**src/rtl/streaming_fifo_pkg.sv**
```systemverilog
// Shared types and helpers for streaming_fifo_v2: prefetch state encoding,
// count/pointer width derivation and non-power-of-two pointer wrap.
package streaming_fifo_pkg;

  typedef enum logic [1:0] {
    PF_EMPTY = 2'd0,
    PF_ONE   = 2'd1,
    PF_TWO   = 2'd2
  } pf_state_e;

  function automatic int unsigned cnt_width(input int unsigned depth);
    return $clog2(depth + 1);
  endfunction

  function automatic int unsigned ptr_width(input int unsigned entries);
    return (entries > 1) ? $clog2(entries) : 1;
  endfunction

  function automatic int unsigned ptr_wrap_inc(input int unsigned ptr, input int unsigned last);
    return (ptr >= last) ? 0 : ptr + 1;
  endfunction

endpackage

```
**src/rtl/fifo_sdp_ram.sv**
```systemverilog
// Simple dual-port RAM: one write port, one registered read port, no reset.
// Read-during-write to the same address returns the previous contents.
module fifo_sdp_ram #(
  parameter int unsigned WIDTH   = 16,
  parameter int unsigned ENTRIES = 30,
  parameter int unsigned AW      = 5
) (
  input  logic             clk,
  input  logic             wr_en,
  input  logic [AW-1:0]    wr_addr,
  input  logic [WIDTH-1:0] wr_data,
  input  logic             rd_en,
  input  logic [AW-1:0]    rd_addr,
  output logic [WIDTH-1:0] rd_data
);

  logic [WIDTH-1:0] mem_q [ENTRIES];
  logic [WIDTH-1:0] rd_data_q;

  always_ff @(posedge clk) begin
    if (wr_en) mem_q[wr_addr] <= wr_data;
    if (rd_en) rd_data_q <= mem_q[rd_addr];
  end

  assign rd_data = rd_data_q;

endmodule

```
**src/rtl/streaming_fifo_v2.sv**
```systemverilog
// AXI-Stream FIFO: synchronous-read RAM plus 2-entry FWFT prefetch buffer,
// registered count/threshold flags. Optional high-water mark: STREAMING_FIFO_OCC_STATS_EN.
module streaming_fifo_v2
  import streaming_fifo_pkg::*;
#(
  parameter int unsigned WIDTH     = 16,
  parameter int unsigned DEPTH     = 32,
  parameter int unsigned AF_THRESH = DEPTH - 4,
  parameter int unsigned AE_THRESH = 2,
  parameter int unsigned CNT_W     = cnt_width(DEPTH)
) (
  input  logic             ap_clk,
  input  logic             ap_rst,
  input  logic [WIDTH-1:0] in0_V_V_TDATA,
  input  logic             in0_V_V_TVALID,
  output logic             in0_V_V_TREADY,
  output logic [WIDTH-1:0] out_V_V_TDATA,
  output logic             out_V_V_TVALID,
  input  logic             out_V_V_TREADY,
`ifdef STREAMING_FIFO_OCC_STATS_EN
  output logic [CNT_W-1:0] max_count,
  input  logic             clr_max,
`endif
  output logic [CNT_W-1:0] count,
  output logic             almost_full,
  output logic             almost_empty
);

  localparam int unsigned RAM_D = DEPTH - 2;
  localparam int unsigned PTR_W = ptr_width(RAM_D);
  localparam logic [CNT_W-1:0] DEPTH_C = CNT_W'(DEPTH);
  localparam logic [CNT_W-1:0] AF_C    = CNT_W'(AF_THRESH);
  localparam logic [CNT_W-1:0] AE_C    = CNT_W'(AE_THRESH);

  pf_state_e        state_q, state_d;
  logic [PTR_W-1:0] wr_ptr_q, wr_ptr_d, rd_ptr_q, rd_ptr_d;
  logic [CNT_W-1:0] ram_cnt_q, ram_cnt_d, count_q, count_d;
  logic             inflight_q, inflight_d;
  logic [WIDTH-1:0] head_q, head_d, tail_q, tail_d;
  logic             tready_q, tready_d, af_q, af_d, ae_q, ae_d;
  logic [WIDTH-1:0] ram_rdata;
  logic             push, pop, rd_issue;
  logic [1:0]       buf_cnt, occ;
`ifdef STREAMING_FIFO_OCC_STATS_EN
  logic [CNT_W-1:0] max_q, max_d;
`endif

  fifo_sdp_ram #(
    .WIDTH  (WIDTH),
    .ENTRIES(RAM_D),
    .AW     (PTR_W)
  ) u_ram (
    .clk    (ap_clk),
    .wr_en  (push),
    .wr_addr(wr_ptr_q),
    .wr_data(in0_V_V_TDATA),
    .rd_en  (rd_issue),
    .rd_addr(rd_ptr_q),
    .rd_data(ram_rdata)
  );

  always_comb begin
    push = in0_V_V_TVALID && tready_q;
    pop  = (state_q != PF_EMPTY) && out_V_V_TREADY;

    unique case (state_q)
      PF_ONE:  buf_cnt = 2'd1;
      PF_TWO:  buf_cnt = 2'd2;
      default: buf_cnt = 2'd0;
    endcase
    occ = buf_cnt + {1'b0, inflight_q};
    // A pop this cycle frees a slot, so refill immediately to avoid a bubble
    rd_issue = (ram_cnt_q != '0) && (pop || (occ < 2'd2));

    wr_ptr_d   = push     ? PTR_W'(ptr_wrap_inc(32'(wr_ptr_q), RAM_D - 1)) : wr_ptr_q;
    rd_ptr_d   = rd_issue ? PTR_W'(ptr_wrap_inc(32'(rd_ptr_q), RAM_D - 1)) : rd_ptr_q;
    inflight_d = rd_issue;

    unique case ({push, rd_issue})
      2'b10:   ram_cnt_d = ram_cnt_q + CNT_W'(1);
      2'b01:   ram_cnt_d = ram_cnt_q - CNT_W'(1);
      default: ram_cnt_d = ram_cnt_q;
    endcase

    unique case ({push, pop})
      2'b10:   count_d = count_q + CNT_W'(1);
      2'b01:   count_d = count_q - CNT_W'(1);
      default: count_d = count_q;
    endcase
    tready_d = count_d < DEPTH_C;
    af_d     = count_d >= AF_C;
    ae_d     = count_d <= AE_C;

    state_d = state_q;
    head_d  = head_q;
    tail_d  = tail_q;
    unique case (state_q)
      PF_EMPTY: begin
        if (inflight_q) begin
          head_d  = ram_rdata;
          state_d = PF_ONE;
        end
      end
      PF_ONE: begin
        if (inflight_q && !pop) begin
          tail_d  = ram_rdata;
          state_d = PF_TWO;
        end else if (inflight_q && pop) begin
          head_d = ram_rdata;
        end else if (pop) begin
          state_d = PF_EMPTY;
        end
      end
      PF_TWO: begin
        if (pop) begin
          head_d  = tail_q;
          state_d = PF_ONE;
        end
      end
      default: state_d = PF_EMPTY;
    endcase

`ifdef STREAMING_FIFO_OCC_STATS_EN
    max_d = max_q;
    if (clr_max)              max_d = count_d;
    else if (count_d > max_q) max_d = count_d;
`endif
  end

  always_ff @(posedge ap_clk) begin
    if (ap_rst) begin
      state_q    <= PF_EMPTY;
      wr_ptr_q   <= '0;
      rd_ptr_q   <= '0;
      ram_cnt_q  <= '0;
      count_q    <= '0;
      inflight_q <= 1'b0;
      head_q     <= '0;
      tail_q     <= '0;
      tready_q   <= 1'b0;
      af_q       <= 1'b0;
      ae_q       <= 1'b1;
`ifdef STREAMING_FIFO_OCC_STATS_EN
      max_q      <= '0;
`endif
    end else begin
      state_q    <= state_d;
      wr_ptr_q   <= wr_ptr_d;
      rd_ptr_q   <= rd_ptr_d;
      ram_cnt_q  <= ram_cnt_d;
      count_q    <= count_d;
      inflight_q <= inflight_d;
      head_q     <= head_d;
      tail_q     <= tail_d;
      tready_q   <= tready_d;
      af_q       <= af_d;
      ae_q       <= ae_d;
`ifdef STREAMING_FIFO_OCC_STATS_EN
      max_q      <= max_d;
`endif
    end
  end

  assign in0_V_V_TREADY = tready_q;
  assign out_V_V_TDATA  = head_q;
  assign out_V_V_TVALID = (state_q != PF_EMPTY);
  assign count          = count_q;
  assign almost_full    = af_q;
  assign almost_empty   = ae_q;
`ifdef STREAMING_FIFO_OCC_STATS_EN
  assign max_count      = max_q;
`endif

endmodule
```
**config.mk**
```make
export PLATFORM = sky130hd
export DESIGN_NAME = streaming_fifo_v2
export DESIGN_NICKNAME = d
export VERILOG_FILES = /design/src/rtl/streaming_fifo_pkg.sv /design/src/rtl/fifo_sdp_ram.sv /design/src/rtl/streaming_fifo_v2.sv
export SDC_FILE = /design/constraint.sdc
export NUM_CORES = 1
export LEC_CHECK = 0
export BUFFER_PORTS_ARGS = -buffer_cell sky130_fd_sc_hd__buf_4
export CAP_MARGIN = 25
export CORE_MARGIN = 2
export CORE_UTILIZATION = 45
export DETAILED_ROUTE_END_ITERATION = 12
export PLACE_DENSITY_LB_ADDON = 0.1
export SLEW_MARGIN = 20
export SYNTH_ARGS = -nofsm -noshare
export SYNTH_HDL_FRONTEND = slang
export SYNTH_SLANG_ARGS = --single-unit
```
**constraint.sdc**
```tcl
create_clock -name ap_clk -period 4.77 [get_ports ap_clk]
set_input_delay 0.2385 -clock ap_clk [delete_from_list [all_inputs] [get_ports ap_clk]]
set_output_delay 0.2385 -clock ap_clk [all_outputs]
set_load 0.02 [all_outputs]
```
==> insert_results.sql <==
INSERT INTO impl_metrics (metric_group, metric, value, unit) VALUES
('routing', 'drt-initial-drc-count', '924', ''),
('die', 'row_count', '80', ''),
('critical_path', 'kind_of_start_point_of_the_critical_path', 'flop', ''),
('critical_path', 'worst-endpoint-required', '5.30', 'ns'),
('logic_synthesis', 'synthAdderAreaFrac', '0.008374', ''),
('power_and_ir_drop', 'power.density_cell_area', '530.0', 'mW/mm^2'),
('run_status', 'outcome', 'completed', ''),
('clocking', 'clock_tree_from_tritoncts', 'yes', ''),
('finish', 'area_growth_syn_to_layout', '14.66', '%'),
('logic_synthesis', 'yosys_most_used_dff', 'edfxtp_1', ''),
('routing', 'num_vias', '10920', ''),
('global_routing', 'track_usage', '0.1937', ''),
('sta', 'min_period_over_period', '0.7963', ''),
('global_routing', 'globalRouteOverflowTotal', '0', ''),
('die', 'starting_density_of_the_core', '0.4569', ''),
('clocking', 'cts_hold_buf', '0', ''),
('sta', 'slew_violations', '0', ''),
('sta', 'worst_slew_pin_slew', '0.9805', 'ns'),
('clocking', 'cts_max_path_buffers', '3', ''),
('clocking', 'cts_htree_levels', '2', ''),
('finish', 'nNetsFinal', '1314', ''),
('logic_synthesis', 'netlist_instances', '1204', ''),
('clocking', 'cts_inserted_buffers', '58', ''),
('routing', 'postRouteWirelength', '47.26', 'mm'),
('routing', 'via_per_inst', '5.625', ''),
('clocking', 'cts.sink_count', '556', ''),
('global_routing', 'global_route_wire_length_before_repair', '71.63', 'mm'),
('clocking', 'cts.reportedPaths.clkPinSlew', '0.06', 'ns'),
('logic_synthesis', 'postSynth.asyncResetShare', '0', ''),
('sta', 'timing.max_slew.rel_slack', '0.3447', ''),
('logic_synthesis', 'number_of_enable_type_register_cells_in_the_synthesized_netlist', '496', ''),
('logic_synthesis', 'syn_avg_cell_area', '18.12', 'um^2'),
('critical_path', 'critPathArrivalTime', '4.33', 'ns'),
('logic_synthesis', 'yosysWarningCount', '0', ''),
('sta', 'final_hold_violations', '0', ''),
('routing', 'drt_drc_violations_left', '0', ''),
('global_routing', 'first_global_vias', '10990', ''),
('logic_synthesis', 'compound_gate_portion_of_the_synthesized_area', '0.04629', ''),
('clocking', 'root_buffer', 'clkbuf_16', ''),
('logic_synthesis', 'ys_seq_elements', '556', ''),
('power_and_ir_drop', 'vdd_drop_max', '395.3', 'uV'),
('critical_path', 'timing_worst_setup_path_type', 'reg -> reg', ''),
('clocking', 'post_cts_repair_resize_count', '0', ''),
('critical_path', 'kind_of_end_point_of_the_critical_path', 'flop', ''),
('power_and_ir_drop', 'totalPowerFinal', '13260', 'uW'),
('die', 'ioPinCount', '46', ''),
('run', 'max_cap_violations', '0', ''),
('placement', 'dp_slack', '0.9391', 'ns'),
('placement', 'numPlacedInstances', '1834', ''),
('sta', 'finalClockSkew', '0.01448', 'ns'),
('die', 'core_area', '0.04775', 'mm^2'),
('power_and_ir_drop', 'power.static_leakage', '0.008037', 'uW'),
('die', 'chipHeight', '224.2', 'um'),
('logic_synthesis', 'synthesis.area', '0.02181', 'mm^2'),
('global_routing', 'grt_max_degree', '93', ''),
('sta', 'achievable-frequency', '263.3', 'MHz'),
('sta', 'rsz_0062_raised_after_global_routing', 'no', ''),
('die', 'die-area', '0.05025', 'mm^2'),
('sta', 'final_setup_fails', '0', ''),
('finish', 'instances_no_fill', '1942', ''),
('logic_synthesis', 'largest_family_of_logic_cells_by_synthesized_area', 'multiplexers', ''),
('hold_path', 'min-delay-path-class', 'in -> reg', ''),
('logic_synthesis', 'post_synth_mux_area_share', '0.1458', ''),
('routing', 'ant_nets', '0', ''),
('logic_synthesis', 'synth_simple_gate_area_frac', '0.04009', ''),
('sta', 'final.setup.worst_slack', '0.9716', 'ns'),
('sta', 'period_minus_slack', '3.798', 'ns'),
('routing', 'wl_per_cell', '24.33', 'um'),
('clocking', 'post-cts-setup-buffer-count', '0', ''),
('sta', 'final.setup.tns', '0', 'ns'),
('sta', 'finalHoldWorstSlack', '0.04026', 'ns'),
('logic_synthesis', 'post_synth_xor_area_fraction', '0.006424', ''),
('global_routing', 'grt_antenna_before_repair', '0', ''),
('critical_path', 'critical_path.max_fanout', '18', ''),
('placement', 'gp_congestion', '0.7565', ''),
('finish', 'drive_above_1_share', '0.2451', ''),
('clocking', 'clkLatencyLatePin', '0.61', 'ns'),
('placement', 'hpwlAfterDp', '27.13', 'mm'),
('die', 'die_x', '224.2', 'um'),
('logic_synthesis', 'yosysSeqAreaShare', '0.7378', ''),
('logic_synthesis', 'post_syn_nets', '1238', ''),
('logic_synthesis', 'synth.lib_cells_used.distinct', '51', ''),
('routing', 'detail_route.first_pass.iterations', '5', ''),
('placement', 'port_buffer_count', '45', '');
[logic make-up after synthesis]
group                    count (synthesis)
flip-flops                             556
AND/OR/NAND/NOR                        203
buffers and inverters                   85
multiplexers                           182
adder cells (fa/ha/maj)                 14
XOR/XNOR                                16
AO/OA/AOI/OAI                          148
[per-layer routing]
layer  wire, um  vias up  part of all wire  global-route usage
li1           -     4975                 -                   -
met5          0        -                 0                   0
met3       2374       63             0.050             0.03017
met2      22730      263              0.48              0.3127
met1      21340     5623              0.45              0.2772
met4        811        0             0.017             0.05148
[layout by cell type (no fill, tap or decap), types with 8 or more instances in the layout]
master	count
bufinv_16	8
clkinv_1	14
edfxtp_1	496
o21ai_0	30
xnor2_1	9
mux4_2	107
buf_4	84
clkbuf_16	59
dfxtp_1	56
nor2_1	62
mux2i_1	59
mux2_2	16
o221ai_1	34
a211oi_1	20
ha_1	13
a21oi_1	34
nor2_2	21
inv_1	13
clkbuf_1	10
nand2_1	78
[per-stage QoR]
step           area (um^2)    util
2_1_floorplan        21810       -
3_3_place_gp         23050  0.4828
3_5_place_dp         23060  0.4830
4_1_cts              25000  0.5237
5_1_grt              25010  0.5238
6_report             25010  0.5239
[synth_stat cells (2+ instances only)]
cell type	n	share of area
clkbuf_1	46	0.0079
nand2_1	78	0.013
buf_2	10	0.0023
buf_1	16	0.0028
mux4_2	107	0.11
mux2i_1	59	0.027
xnor2_1	9	0.0036
o21bai_1	2	0.00069
nand3_1	4	0.00092
a21oi_1	34	0.0078
mux2_2	16	0.0083
a31oi_1	2	0.00057
nor2b_1	6	0.0017
a21o_1	7	0.0024
nor2_1	83	0.014
or3_1	5	0.0014
ha_1	13	0.0075
o211ai_1	2	0.00069
dfxtp_1	60	0.055
xor2_1	7	0.0028
o221ai_1	34	0.014
a211oi_1	20	0.0069
or2_2	2	0.00057
nand2b_1	4	0.0011
edfxtp_1	496	0.68
o21ai_0	30	0.0069
o32ai_1	4	0.0016
o21a_1	2	0.00069
nand3b_1	7	0.0024
nor3_1	6	0.0014
inv_1	13	0.0022
[power breakdown]
group	internal (uW)	switching [uW]
clock	2770	1810
combinational	1390	1510
sequential	5560	215
[worst paths after layout]
path,from,to,slack [ns],depth (start not counted)
worst max register to register,state_q[1],ram_cnt_q[5],0.97,14
worst max-delay path,state_q[1],ram_cnt_q[5],0.97,14
worst min-delay path,in0_V_V_TDATA[0],u_ram.mem_q[4][0],0.04,1
worst min register to register,tail_q[14],tail_q[14],0.45,2
[critical path: stages (launching register included)]
cell	delay [ns]
dfxtp_1	0.45
or2b_1	0.59
o21ai_0	0.35
a21o_1	0.28
inv_1	0.09
buf_4	0.22
ha_1	0.28
ha_1	0.29
a21o_1	0.17
a21oi_1	0.22
o21bai_1	0.09
a21oi_1	0.18
xnor2_1	0.09
or3_1	0.30
a21oi_1	0.13
[registers in the layout, summed over array words and instances (netlist names), 2 cells and up]
signal / flops
state_q: 2
u_ram.rd_data: 16
out_V_V_TDATA: 16
ram_cnt_q: 6
u_ram.mem_q: 480
rd_ptr_q: 5
count: 6
tail_q: 16
wr_ptr_q: 5
[cell type report]
class	instances	area [um^2]
flip-flops and latches	556	16110
multi-input cells	563	5444
clock buffers	75	1597
clock inverters	31	344.1
inverters	13	48.80
fillers	3854	22730
repair buffers	88	701.9
well taps	615	769.5
diodes	1	2.502
No activity file was read; power rests on OpenSTA's default activity.
